File: config.mk
export PLATFORM = sky130hd
export DESIGN_NAME = bypass_pipe
export DESIGN_NICKNAME = d
export VERILOG_FILES = /design/src/rtl/bypass_pipe.sv
export SDC_FILE = /design/constraint.sdc
export NUM_CORES = 1
export LEC_CHECK = 0
export BUFFER_PORTS_ARGS = -buffer_cell sky130_fd_sc_hd__buf_2
export CORE_ASPECT_RATIO = 0.9
export CORE_MARGIN = 4
export CORE_UTILIZATION = 65
export CTS_CLUSTER_DIAMETER = 100
export DETAILED_ROUTE_END_ITERATION = 8
export GPL_TIMING_DRIVEN = 0
export MAX_ROUTING_LAYER = met4
export PLACE_DENSITY = 0.83
export SLEW_MARGIN = 10
export SYNTH_ARGS = -nofsm -noshare
export SYNTH_HDL_FRONTEND = slang
export SYNTH_SLANG_ARGS = --single-unit
File: constraint.sdc
create_clock -name clk -period 18.9 [get_ports clk]
set_clock_uncertainty 0.15 [all_clocks]
set_input_delay 3.78 -clock clk [delete_from_list [all_inputs] [get_ports clk]]
set_output_delay 3.78 -clock clk [all_outputs]
set_load 0.005 [all_outputs]
File: src/rtl/bypass_pipe.sv
// bypass_pipe: delay line carrying the per-pixel 'et' flag and LANES ql words
// alongside the main datapath. It tracks a valid bit per stage, advances or holds
// on a global enable, clears synchronously on flush, and reports how many valid
// entries are in flight. The outputs come straight from the last stage registers.
module bypass_pipe #(
    parameter int              DEPTH = 11,
    parameter int              LANES = 8,
    parameter int              QW    = 4,
    parameter logic [QW-1:0]   QRST  = {QW{1'b1}},
    parameter logic            ETRST = 1'b0
) (
    input  logic                           clk,
    input  logic                           rst,
    input  logic                           i_adv,
    input  logic                           i_flush,
    input  logic                           i_vld,
    input  logic                           i_et,
    input  logic [1:LANES][QW-1:0]         i_ql,
    output logic                           o_vld,
    output logic                           o_et,
    output logic [1:LANES][QW-1:0]         o_ql,
    output logic [$clog2(DEPTH+1)-1:0]     o_cnt,
    output logic                           o_busy
);

    localparam int CW = $clog2(DEPTH + 1);

    typedef logic [1:LANES][QW-1:0] ql_t;

    localparam ql_t QL_BUBBLE = {LANES{QRST}};

    logic          vld_q [1:DEPTH];
    logic          et_q  [1:DEPTH];
    ql_t           ql_q  [1:DEPTH];
    logic [CW-1:0] cnt_q;

    logic          et_in;
    ql_t           ql_in;

    // Stage 1 payload: an invalid input enters as a bubble, never as raw data.
    always_comb begin
        et_in = i_vld ? i_et : ETRST;
        ql_in = i_vld ? i_ql : QL_BUBBLE;
    end

    // Stage registers: reset/flush load bubbles, advance shifts by one, else hold.
    // NOTE: the payload registers are reset as well, not just the valid bits,
    // because the outputs must show the bubble values after reset or flush.
    always_ff @(posedge clk) begin
        if (rst || i_flush) begin
            for (int k = 1; k <= DEPTH; k++) begin
                vld_q[k] <= 1'b0;
                et_q[k]  <= ETRST;
                ql_q[k]  <= QL_BUBBLE;
            end
        end else if (i_adv) begin
            vld_q[1] <= i_vld;
            et_q[1]  <= et_in;
            ql_q[1]  <= ql_in;
            // NOTE: non-blocking assignments make every stage read its neighbour's
            // value from before this edge, so the whole line shifts exactly one place.
            for (int k = 2; k <= DEPTH; k++) begin
                vld_q[k] <= vld_q[k-1];
                et_q[k]  <= et_q[k-1];
                ql_q[k]  <= ql_q[k-1];
            end
        end
    end

    // Occupancy: +1 for a valid entry entering, -1 for a valid entry leaving.
    always_ff @(posedge clk) begin
        if (rst || i_flush) begin
            cnt_q <= '0;
        end else if (i_adv) begin
            cnt_q <= cnt_q + CW'(i_vld) - CW'(vld_q[DEPTH]);
        end
    end

    // Outputs are the last stage and the count register, with no input bypass.
    always_comb begin
        o_vld  = vld_q[DEPTH];
        o_et   = et_q[DEPTH];
        o_ql   = ql_q[DEPTH];
        o_cnt  = cnt_q;
        o_busy = (cnt_q != '0);
    end

endmodule

**Word level (Yosys, flattened, before mapping)**

Memories as Yosys holds them, arrays and structs flattened.
Index checks and enable logic that the tools add are counted.

- Multipliers: 0
- Reduce and logical (&&, ||, !) cells: 2
- Bitwise logic cells: 33
- Add/sub/neg operators: 2
- Shift-type cells: 0
- $lt $le $gt $ge: 0
- Eq/ne operators: 0
- Div/mod/pow operators: 0
- Multiplexer cells: 40

Operator list:

| cell | count |
|---|---|
| 32-bit two-way mux | 12 |
| 1-bit bitwise OR | 33 |
| 1-bit two-way mux | 28 |
| 4-bit by 1-bit adder with 4-bit output | 1 |
| 4-bit nonzero test | 1 |
| 4-bit by 1-bit subtractor with 4-bit output | 1 |
| 1-bit logical OR | 1 |

- Memories: 3
- Input bits: 38
- Latch bits: 0
- Logic and storage cells: 81
- Output and inout bits: 39
- Bits in read-only memories: 0
- RAM bits: 374
- Register bits after elaboration: 4

Memories:

| memory | depth | bits a word | read ports | clocked after memory_dff | wr ports | line | text |
|---|---|---|---|---|---|---|---|
| ql_q | 11 | 32 | 11 | 0 | 11 | 34 | `ql_t ql_q [1:DEPTH];` |
| et_q | 11 | 1 | 11 | 0 | 11 | 33 | `logic et_q [1:DEPTH];` |
| vld_q | 11 | 1 | 11 | 0 | 11 | 32 | `logic vld_q [1:DEPTH];` |

**Logic depth before layout (Yosys ltp)**

- Depth in word-level cells: 4
- Mapped depth: 8
- Mapped depth without buffers: 8

**Worst setup path before layout**

No wires, ideal clock.

- Path type: input to register
- Start point: input port i_adv
- End point: register cnt_q[3], in the netlist o_cnt[3]
- Path slack: 6.910 ns
- Arrival: 11.385 ns
- Buffers on the path: 0
- Stages: 3
- Setup time: 0.454 ns
- Cells stage by stage: nor3_1 inv_1 o221ai_1

RTL lines:

| element | line | text |
|---|---|---|
| start, declared | 14 | `input logic i_adv,` |
| end signal, assigned | 75 | `cnt_q <= cnt_q + CW'(i_vld) - CW'(vld_q[DEPTH]);` |
| end, declared | 35 | `logic [CW-1:0] cnt_q;` |

==> metrics <==
clk_lat worst skew=0.51 ns; initial antenna violation count=0; Sink Count=378; hpwl dp=9780 um; post-synth top area share=0.788; area delta synth->final=13.7%; drt pass-1 iters=4; chip height=148 um; Pleak=4.58 nW; Final setup viols=0; crit path launch type=input pin; fill cell count=1216; CTS Hold Bufs=0; Critical Path AT=5.60 ns; Vias=6149; nets@finish=1015; grt ovf=0; Slew HR=0.490; final std cells w/o fill=1290; count leader, synth=edfxtp_1; CP Capture Type=register; Via density=4.77; Final Cell Area=16200 um^2; f_max=181 MHz; CTS tree=done; syn_nets=898; final wirelength=15600 um; number of flops mapped to enable cells by yosys=374; PostCTS Resize Cnt=0; status=completed; # rows=51; Max VDD drop=0.0000766 V; Avg Cell Area, Syn=16.7 um^2; Final Hold Viols=0; Power per Cell Area=100 nW/um^2; die footprint=24400 um^2; port bufs=76; #FFs+latches synth=378; first-pass GRT wire length=26700 um; largest net degree at the start of global routing=122; actual slew at the worst max-slew pin=0.765 ns; fin. max-slew vios=0; Warnings, synthesis=0; count of cell types in the netlist=21; Core Footprint=21600 um^2; ys flop type=edfxtp_1; number of global-route vias before repair=6069; WL/cell=12.1 um; RePlAce Congestion=0.705; Clk pin slew, worst setup/hold paths=0.06 ns; num ports=77; critical path peak fanout=10; Cell Area, Synth=14300 um^2; Tmin final=5.52 ns; Post-Synthesis Cells=854; Initial Util=0.659; Cells after DPL=1224; setup repair bufs after CTS=0; Tot GR Track Use=0.141; CTS root buf=clkbuf_16; RSZ-0062 raised after global routing=no; Routed Antenna Nets=0; final worst path period share=0.292; Setup TNS=0 ns; diodes inserted=0; htree depth=2; maximum buffer depth of the clock tree=3; chip width=164 um; Setup CP Type=in2reg; Critical Path RT=18.98 ns; synth cell count leaders=edfxtp_1, nand2b_1, clkbuf_1, buf_4, and2_1; Synth area leaders=edfxtp_1, nand2b_1, buf_4; cts bufs inserted=36; placed instance area=15100 um^2; leading area contributor after synthesis=edfxtp_1; HP Class=reg2reg; max-cap violations=0; sequential-to-total area share from yosys stat=0.793; Remaining DRCs=0; Post-synth ARST share=0; Detailed Route Iter0 Violations=285; share of layout cells above drive strength 1=0.169
state kept, by name, indices dropped and copies added, names as in the netlist:
name	count
vld_q	11
ql_q	352
et_q	11
o_cnt	4
through the flow:
stage | utilization | hold WS [ns] | setup WS [ns] | total power [W]
floorplan | - | 0.327 | 6.91 | 0.000974
detailed placement | 0.698 | 0.333 | 12.87 | 0.000978
global route | 0.749 | 0.357 | 13.24 | 0.00169
CTS | 0.749 | 0.346 | 13.35 | 0.00164
finish | 0.749 | 0.342 | 13.38 | 0.00163
global placement | 0.693 | 0.329 | 5.07 | 0.000986
layer usage:
layer | global-route usage | vias to the layer above | share of wire
li1 | - | 3156 | -
met1 | 0.136 | 2853 | 0.36
met2 | 0.273 | 115 | 0.57
met3 | 0.0338 | 25 | 0.049
met4 | 0.0461 | 0 | 0.018
met5 | - | - | 0
worst paths after layout:
path                                                    to  slack (ns)                        from  cells after the start
worst max-delay path            ql_q[0][359]$_SDFFCE_PN1P_       13.38                     i_flush                      5
worst min-delay path            ql_q[0][235]$_SDFFCE_PN1P_        0.34  ql_q[0][203]$_SDFFCE_PN1P_                      1
worst max register to register       o_cnt[2]$_SDFFE_PP0P_       17.00      vld_q[0][11]$_DFFE_PP_                      7
worst min register to register  ql_q[0][235]$_SDFFCE_PN1P_        0.34  ql_q[0][203]$_SDFFCE_PN1P_                      1
cell usage in the layout (no fill, tap or decap):
cell and count:
edfxtp_1 374, nand2b_1 352, buf_2 80, clkbuf_1 40, clkbuf_16 37, buf_4 32
and2_1 22, clkinv_1 11, clkinv_2 8, inv_1 6, ha_1 5, nand2_1 4
dfxtp_1 4, o21ai_0 3, inv_6 3, buf_16 3, nand3_1 2, bufinv_16 2
nor3_1 1, inv_8 1, nor3b_2 1, and3_1 1, clkbuf_2 1, xor2_1 1
a21oi_1 1, nand4b_1 1, o221ai_1 1, fa_1 1, clkinv_4 1
worst max-delay path: stages:
cell and delay, ns:
buf_2 0.11, nor3b_2 0.49, clkbuf_1 0.64, clkbuf_1 0.42, nand2b_1 0.15
power by group:
group          total (W)  leakage (nW)  internal [W]  switching [W]
registers       0.000926          3.03      0.000924     0.00000181
clock network   0.000667         0.555      0.000387       0.000281
logic          0.0000338         0.990     0.0000104      0.0000235
total            0.00163          4.58       0.00132       0.000306
cells by family after synthesis:
kind of cell	share of synthesized area
adders and majority gates	0.00579
xor gates and xnor gates	0.000615
DFF	0.793
and+or+nand+nor	0.168
buffers and inverters	0.0299
AOI/OAI and AO/OA	0.00202
area by class of cell:
cell class              instances  area, um^2  area share
multi-input cells             396        2520       0.155
inverters                       7        33.8     0.00208
flip-flops and latches        378       11300       0.698
clock inverters                25         176      0.0109
plain buffers                  73         400      0.0247
clock buffers                  41         941      0.0581
repair buffers                 79         463      0.0286
well taps                     291         364      0.0225
Power figures use the tool's default switching activity.
